<file path="src/rtl/cache_mem_ctrl_if.sv">
// Cache-side request/acknowledge bus of cache_mem_ctrl.
// Signal names match the controller's documented port list.
interface cache_mem_ctrl_if;
  logic [31:0] i_addr;
  logic [31:0] i_wdata;
  logic        i_rd;
  logic        i_wr;
  logic        o_ack;
  logic [31:0] o_rdata;
  logic        o_busy;
  logic        o_err;

  modport master (output i_addr, i_wdata, i_rd, i_wr,
                  input  o_ack, o_rdata, o_busy, o_err);
  modport slave  (input  i_addr, i_wdata, i_rd, i_wr,
                  output o_ack, o_rdata, o_busy, o_err);
endinterface

</file>
<file path="src/rtl/cache_mem_ctrl.sv">
// Memory-side controller: single-cycle cache requests -> SRAM strobe + wait states -> one-cycle ack.
// Optional MEM_CTRL_RANGE_CHECK_EN flags word indices >= DEPTH and suppresses their SRAM strobe.
module cache_mem_ctrl #(
  parameter int AW          = 10,
  parameter int DEPTH       = 1024,
  parameter int WAIT_CYCLES = 1
) (
  input  logic              i_clk,
  input  logic              i_rst_n,
  cache_mem_ctrl_if.slave   bus,
  output logic              o_sram_ce,
  output logic              o_sram_we,
  output logic [AW-1:0]     o_sram_addr,
  output logic [31:0]       o_sram_wdata,
  input  logic [31:0]       i_sram_rdata
);
  typedef enum logic [1:0] {S_IDLE, S_STROBE, S_WAIT, S_ACK} state_t;

  state_t        state_q, state_d;
  logic [AW-1:0] addr_q;
  logic [31:0]   wdata_q, rdata_q;
  logic          wr_q, err_q;
  logic [3:0]    cnt_q;
  logic          accept, range_err;

  assign accept = ((state_q == S_IDLE) || (state_q == S_ACK)) && (bus.i_rd || bus.i_wr);

`ifdef MEM_CTRL_RANGE_CHECK_EN
  assign range_err = ({2'b00, bus.i_addr[31:2]} >= 32'(DEPTH));
`else
  assign range_err = 1'b0;
`endif

  // Address bits outside the word index are intentionally dropped in the default build.
  logic unused_addr;
  assign unused_addr = ^{bus.i_addr, 32'(DEPTH)};

  always_ff @(posedge i_clk or negedge i_rst_n) begin
    if (!i_rst_n) state_q <= S_IDLE;
    else          state_q <= state_d;
  end

  always_comb begin
    state_d      = state_q;
    o_sram_ce    = 1'b0;
    o_sram_we    = 1'b0;
    bus.o_ack    = 1'b0;
    bus.o_busy   = 1'b0;
    bus.o_err    = 1'b0;
    bus.o_rdata  = 32'h0;
    case (state_q)
      S_IDLE:   if (accept) state_d = S_STROBE;
      S_STROBE: begin
        state_d    = S_WAIT;
        bus.o_busy = 1'b1;
        o_sram_ce  = !err_q;
        o_sram_we  = !err_q && wr_q;
      end
      S_WAIT: begin
        bus.o_busy = 1'b1;
        if (cnt_q == 4'd0) state_d = S_ACK;
      end
      S_ACK: begin
        state_d   = accept ? S_STROBE : S_IDLE;
        bus.o_ack = 1'b1;
        bus.o_err = err_q;
        if (!wr_q) bus.o_rdata = err_q ? 32'hDEAD_BEEF : rdata_q;
      end
      default: state_d = S_IDLE;
    endcase
  end

  // Latches stay put between requests so the SRAM address/data lines hold steady.
  always_ff @(posedge i_clk or negedge i_rst_n) begin
    if (!i_rst_n) begin
      addr_q  <= '0;
      wdata_q <= '0;
      wr_q    <= 1'b0;
      err_q   <= 1'b0;
      cnt_q   <= '0;
      rdata_q <= '0;
    end else begin
      if (accept) begin
        addr_q  <= bus.i_addr[AW+1:2];
        wdata_q <= bus.i_wdata;
        wr_q    <= bus.i_wr;
        err_q   <= range_err;
      end
      if (state_q == S_STROBE) cnt_q <= 4'(WAIT_CYCLES);
      if (state_q == S_WAIT) begin
        if (cnt_q == 4'd0) rdata_q <= i_sram_rdata;
        else               cnt_q   <= cnt_q - 4'd1;
      end
    end
  end

  assign o_sram_addr  = addr_q;
  assign o_sram_wdata = wdata_q;
endmodule

</file>
<file path="src/flat_wrapper.sv">
// flat-port wrapper written by rule: the top's interface ports become plain ports
module cache_mem_ctrl_flat 
#(
  parameter int AW          = 10,
  parameter int DEPTH       = 1024,
  parameter int WAIT_CYCLES = 1
)
  (i_clk, i_rst_n, o_sram_ce, o_sram_we, o_sram_addr, o_sram_wdata, i_sram_rdata, bus_i_addr, bus_i_wdata, bus_i_rd, bus_i_wr, bus_o_ack, bus_o_rdata, bus_o_busy, bus_o_err);
  cache_mem_ctrl_if bus_i ();
  input  logic i_clk;
  input  logic i_rst_n;
  output logic o_sram_ce;
  output logic o_sram_we;
  output logic [AW-1:0] o_sram_addr;
  output logic [31:0] o_sram_wdata;
  input  logic [31:0] i_sram_rdata;
  input wire logic [$bits(bus_i.i_addr)-1:0] bus_i_addr;
  input wire logic [$bits(bus_i.i_wdata)-1:0] bus_i_wdata;
  input wire logic [$bits(bus_i.i_rd)-1:0] bus_i_rd;
  input wire logic [$bits(bus_i.i_wr)-1:0] bus_i_wr;
  output wire logic [$bits(bus_i.o_ack)-1:0] bus_o_ack;
  output wire logic [$bits(bus_i.o_rdata)-1:0] bus_o_rdata;
  output wire logic [$bits(bus_i.o_busy)-1:0] bus_o_busy;
  output wire logic [$bits(bus_i.o_err)-1:0] bus_o_err;
  assign bus_i.i_addr = bus_i_addr;
  assign bus_i.i_wdata = bus_i_wdata;
  assign bus_i.i_rd = bus_i_rd;
  assign bus_i.i_wr = bus_i_wr;
  assign bus_o_ack = bus_i.o_ack;
  assign bus_o_rdata = bus_i.o_rdata;
  assign bus_o_busy = bus_i.o_busy;
  assign bus_o_err = bus_i.o_err;
  cache_mem_ctrl #(.AW(AW), .DEPTH(DEPTH), .WAIT_CYCLES(WAIT_CYCLES)) u_core (.i_clk(i_clk), .i_rst_n(i_rst_n), .bus(bus_i), .o_sram_ce(o_sram_ce), .o_sram_we(o_sram_we), .o_sram_addr(o_sram_addr), .o_sram_wdata(o_sram_wdata), .i_sram_rdata(i_sram_rdata));
endmodule
</file>
<file path="config.mk">
export PLATFORM = sky130hd
export DESIGN_NAME = cache_mem_ctrl_flat
export DESIGN_NICKNAME = d
export VERILOG_FILES = /design/src/rtl/cache_mem_ctrl_if.sv /design/src/rtl/cache_mem_ctrl.sv /design/src/flat_wrapper.sv
export SDC_FILE = /design/constraint.sdc
export NUM_CORES = 1
export LEC_CHECK = 0
export ABC_AREA = 1
export CAP_MARGIN = 20
export CORE_MARGIN = 5
export CORE_UTILIZATION = 40
export CTS_CLUSTER_DIAMETER = 50
export DETAILED_ROUTE_END_ITERATION = 6
export PLACE_DENSITY = 0.8
export SETUP_SLACK_MARGIN = 0.15
export SKIP_LAST_GASP = 1
export SLEW_MARGIN = 20
export SYNTH_ARGS = -nofsm -noshare
export SYNTH_HDL_FRONTEND = slang
export SYNTH_SLANG_ARGS = --single-unit
export TNS_END_PERCENT = 100
</file>
<file path="constraint.sdc">
create_clock -name i_clk -period 1.9 [get_ports i_clk]
set_input_delay 0.38 -clock i_clk [delete_from_list [all_inputs] [get_ports i_clk]]
set_output_delay 0.38 -clock i_clk [all_outputs]
set_load 0.05 [all_outputs]
</file>
Word-level counts from Yosys, hierarchy flattened

Index checks and enable logic that the tools add are counted.

Output and inout port bits: 79
Flip-flop bits (word level): 81
Logic and storage cells: 33

Add/subtract/negate cells: 1
Reduce and logical (&&, ||, !) cells: 8
Equality and inequality tests: 5
Multiplexer cells: 13

Operators by type and width:

| operator                                               | count |
|---|---|
| 2-to-1 mux 32 bit                                      | 2 |
| 2-to-1 mux 4 bit                                       | 3 |
| one-hot mux 2 bit (4 select lines)                     | 1 |
| 2-to-1 mux 1 bit                                       | 5 |
| == test 2 bit (second input constant)                  | 2 |
| logical NOT 4 bit                                      | 1 |
| 2-to-1 mux 2 bit                                       | 2 |
| inequality test 2 x 1 -> 1 bit (second input constant) | 2 |
| AND reduction 2 bit                                    | 2 |
| subtractor 4 x 1 -> 4 bit (second input constant)      | 1 |
| == test 2 x 1 -> 1 bit (second input constant)         | 1 |
| logical NOT 2 bit                                      | 1 |
| logical OR 1 bit                                       | 2 |
| OR reduction 2 bit                                     | 1 |
| logical AND 1 bit                                      | 1 |

Depth between registers and ports, before layout

Word-level depth: 5
Gate-level depth with buffers: 8

Worst setup path before layout

OpenSTA, ideal clock, no wires.

Path type: register to output
From: register u_core.state_q[0]
To: output bus_o_rdata[10]
Cell stages (with the launch flop): 5
Data required time: 1.520 ns
Arrival: 1.925 ns
Buffers on the path: 1
Slack: -0.405 ns
Cell sequence: dfrtp_1 > ha_1 > nand2_1 > buf_2 > nor2_1

Cells in the longest elaborated chain, start to end: 2

Ends and longest elaborated chain:

| item                   | line                 | RTL |
|---|---|---|
| start, declared        | cache_mem_ctrl.sv:19 | `state_t state_q, state_d;` |
| start signal, assigned | cache_mem_ctrl.sv:40 | `else state_q <= state_d;` |
| == test 2 bit          | cache_mem_ctrl.sv:51 | `case (state_q)` |
| 2-to-1 mux 32 bit      | cache_mem_ctrl.sv:51 |  |
| end, declared          | flat_wrapper.sv:22   | `output wire logic [$bits(bus_i.o_rdata)-1:0] bus_o_rdata;` |

No other way between the ends.

Worst setup path after layout

From: register u_core.state_q[1]
To: output bus_o_rdata[27]

Same word-level chain as after synthesis.

==> results.rst <==
.. list-table::
   :header-rows: 1

   * - Metric
     - Value
   * - Tightest Hold Check Type
     - register to register
   * - Total grt overflow
     - 0
   * - First-pass iteration count of the detailed router
     - 4
   * - First-pass GRT wire length
     - 16.8 mm
   * - Non-Filler Cell Area, Final
     - 6280 um^2
   * - Detailed-route DRC error count
     - 0
   * - Minimum setup slack among reg-to-reg paths
     - 0.32 ns
   * - Area share of the largest cell type after synthesis
     - 56.6%
   * - Number of clock buffers inserted by TritonCTS
     - 9
   * - Synthesis Warnings
     - 0
   * - Post-synthesis to final-layout area growth
     - 75.5%
   * - Portion of the post-synthesis area used by sequential elements
     - 56.6%
   * - Cell breakdown of the critical path
     - ha_4 > nand2_8 > clkbuf_16 > nor2_4 > buf_12
   * - Data arrival, critical path
     - 1.50 ns
   * - Worst IR Drop VDD
     - 1330 uV
   * - Row count
     - 34
   * - Via Count
     - 3157
   * - Period utilization
     - 98.7%
   * - CTS tree
     - done
   * - Type of element capturing the critical path
     - primary output
   * - Weighted congestion reported at the end of routability-driven placement
     - 0.815
   * - Tightest hold margin
     - 0.478 ns
   * - Maximum level of the CTS H-tree
     - 3
   * - Average via count per standard cell
     - 4.58
   * - DP Wirelength
     - 7.43 mm
   * - Leakage
     - 3.04 nW
   * - Required @ worst endpoint
     - 1.52 ns
   * - Worst hold stages
     - 2
   * - Maximum achievable frequency
     - 533 MHz
   * - Via count of the first global-routing pass
     - 3342
   * - Largest cells by area after synthesis
     - sky130_fd_sc_hd__dfrtp_1, sky130_fd_sc_hd__nand2_1, sky130_fd_sc_hd__a21oi_2
   * - Initial core utilization
     - 41.0%
   * - Commonest non-fill, non-tap cell in the layout
     - sky130_fd_sc_hd__nand2_1
   * - Outcome
     - complete, no violations
   * - Final-report hold violation count
     - 0
   * - Most frequent cells in the layout
     - sky130_fd_sc_hd__nand2_1, sky130_fd_sc_hd__dfrtp_1, sky130_fd_sc_hd__clkdlybuf4s50_1, sky130_fd_sc_hd__buf_12, sky130_fd_sc_hd__inv_1
   * - Instance count of the mapped netlist
     - 409
   * - Type of element launching the critical path
     - register
   * - Number of I/O port buffers
     - 155
   * - I/O pins
     - 179
   * - Syn_nets
     - 515
   * - Cell taking the most area after synthesis
     - sky130_fd_sc_hd__dfrtp_1
   * - Critical R2R Launch
     - u_core.state_q[0]
   * - Final net count
     - 682
   * - Count of unique library cells instantiated by Yosys
     - 21
   * - Hold Path Sink
     - u_core.o_sram_wdata[22]
   * - Top fanout value on the critical path
     - 7
   * - Clock tree buffer depth
     - 2
   * - Maximum number of pins on one net before global-route repair
     - 65
   * - Slew Limit Fails
     - 0
   * - Post-synth design cell area
     - 3580 um^2
   * - Global router's overall resource usage
     - 18.6%
   * - Setup Skew
     - 0.00680 ns
   * - Sink count of the clock tree
     - 81
   * - Power per Cell Area
     - 2010 nW/um^2
   * - Final setup violating endpoints
     - 0
   * - Vertical extent of the die
     - 105 um
   * - Width of the chip
     - 105 um
   * - Headroom to the max-slew limit
     - 64.9%
   * - Final critical delay including setup and external delays
     - 1.88 ns
   * - Placeable core region
     - 8720 um^2
   * - Detailed Route Iter0 Violations
     - 72
   * - Antenna diode count
     - 0
   * - Source-to-sink clock delay at the later pin of the worst-skew pair
     - 0.33 ns
   * - Delay of the slowest cell on the worst path
     - 0.42 ns
   * - Unrepaired setup endpoints after global routing
     - true
   * - Number of cells on the worst reg-to-reg path
     - 9
   * - Library cell contributing the largest single delay on the critical path
     - sky130_fd_sc_hd__dfrtp_2
   * - Post-route core utilization
     - 72.0%
   * - Hold path startpoint
     - u_core.o_sram_wdata[22]
   * - R2R Path End
     - u_core.o_sram_wdata[23]
   * - Antenna Nets Post-Route
     - 0
   * - Worst setup path class
     - register to primary output
   * - Clock tree root buffer cell
     - sky130_fd_sc_hd__clkbuf_8
   * - Ratio of cells with drive above 1 in the final layout
     - 28.7%
   * - Die area
     - 10900 um^2
   * - Post-Place Cell Area
     - 5840 um^2
   * - Synthesis-stage register bit count
     - 81
   * - Detailed-route wire length per cell
     - 14.8 um
   * - Clock-pin slew of the registers on the worst-case setup and hold paths
     - 0.08 ns
   * - Slew @ Worst Pin
     - 0.529 ns
   * - Mean area per synthesized cell
     - 8.75 um^2
   * - Final wirelength
     - 10.2 mm
   * - Max-cap check violation count
     - 0
   * - Antenna violations before repair
     - 0
==> power breakdown <==
part,switching [mW],leakage [nW],internal [mW]
clock,0.585,0.109,0.813
sequential,0.403,0.959,2.61
combinational,5.21,1.97,3.01
==> stage by stage <==
step	power, mW	setup TNS, ns	worst slack [ns]	std cells
floorplan	8.07	0	0.129	409
global placement	10.6	0	0.124	662
detailed placement	10.9	0	0.0283	662
CTS	12.7	0	0.00214	687
global route	13.4	-0.162	-0.0253	689
finish	12.6	0	0.0248	689
==> worst max-delay path, delay by kind of cell, from the launching register on <==
| family | cells | cell delay (ns) |
|---|---|---|
| DFF | 1 | 0.42 |
| buffers and inverters | 2 | 0.33 |
| and+or+nand+nor | 2 | 0.22 |
| adders and majority gates | 1 | 0.18 |
==> state kept, by name (all words and copies together) (netlist names) <==
register and cells:
u_core.cnt_q 4, u_core.o_sram_addr 10, u_core.o_sram_wdata 32, u_core.rdata_q 32, u_core.state_q 2, u_core.wr_q 1
==> cell families (layout without fill, tap and decap cells) <==
family | after synthesis | in the layout | share of synthesized area [%]
AOI/OAI and AO/OA | 38 | 38 | 8.77
xor gates and xnor gates | 1 | 1 | 0.245
adders and majority gates | 6 | 6 | 2.10
buffers and inverters | 63 | 235 | 8.35
DFF | 81 | 81 | 56.6
other | 1 | 1 | 0.105
and+or+nand+nor | 219 | 219 | 23.8
==> metal layers <==
layer	track usage, %	routed length, um	up-vias
met4	5.30	136	0
met5	0	0	-
met2	31.1	4890	129
met3	8.45	1170	12
met1	21.5	4030	1461
li1	-	-	1555
==> how the worst max path moves through the flow <==
| stage | end | startpoint | slack (ns) |
|---|---|---|---|
| floorplan | bus_o_rdata[10] | u_core.state_q[0] | 0.13 |
| finish | bus_o_rdata[27] | u_core.state_q[1] | 0.02 |
| detailed placement | u_core.o_sram_wdata[18] | u_core.state_q[1] | 0.03 |
| global placement | u_core.o_sram_wdata[6] | u_core.state_q[1] | 0.12 |
| CTS | bus_o_rdata[21] | u_core.state_q[1] | 0.002 |
| global route | bus_o_rdata[27] | u_core.state_q[1] | -0.03 |
==> layout make-up <==
type                            count  area [um^2]
Sequential cell                    81         2030
Clock buffer                       12          155
Timing Repair Buffer              174         2150
Clock inverter                      4         75.1
Inverter                           45          179
Multi-Input combinational cell    265         1560
Tap cell                          108          135
Fill cell                         616         2440
==> synthesized netlist by cell type <==
library cell	count
sky130_fd_sc_hd__or2_0	1
sky130_fd_sc_hd__conb_1	1
sky130_fd_sc_hd__ha_1	6
sky130_fd_sc_hd__inv_1	44
sky130_fd_sc_hd__a21oi_2	32
sky130_fd_sc_hd__buf_4	1
sky130_fd_sc_hd__nand3_1	3
sky130_fd_sc_hd__nand2_2	2
sky130_fd_sc_hd__buf_6	6
sky130_fd_sc_hd__nand2_1	141
sky130_fd_sc_hd__buf_2	11
sky130_fd_sc_hd__o211ai_1	1
sky130_fd_sc_hd__nor2_1	69
sky130_fd_sc_hd__o22ai_1	1
sky130_fd_sc_hd__o21ai_0	4
sky130_fd_sc_hd__or2_2	1
sky130_fd_sc_hd__nand3_4	1
sky130_fd_sc_hd__nor2_2	1
sky130_fd_sc_hd__dfrtp_1	81
sky130_fd_sc_hd__inv_2	1
sky130_fd_sc_hd__xnor2_1	1
==> repair_timing <==
item	4_1_cts	5_1_grt
buffers inserted	5	1
hold buffers	1	0
endpoints found under the hold margin	27	0
resized for setup	44	2
pin swaps	4	2
setup endpoints to repair	95	34
cloned	3	1
Power figures use the tool's default switching activity.
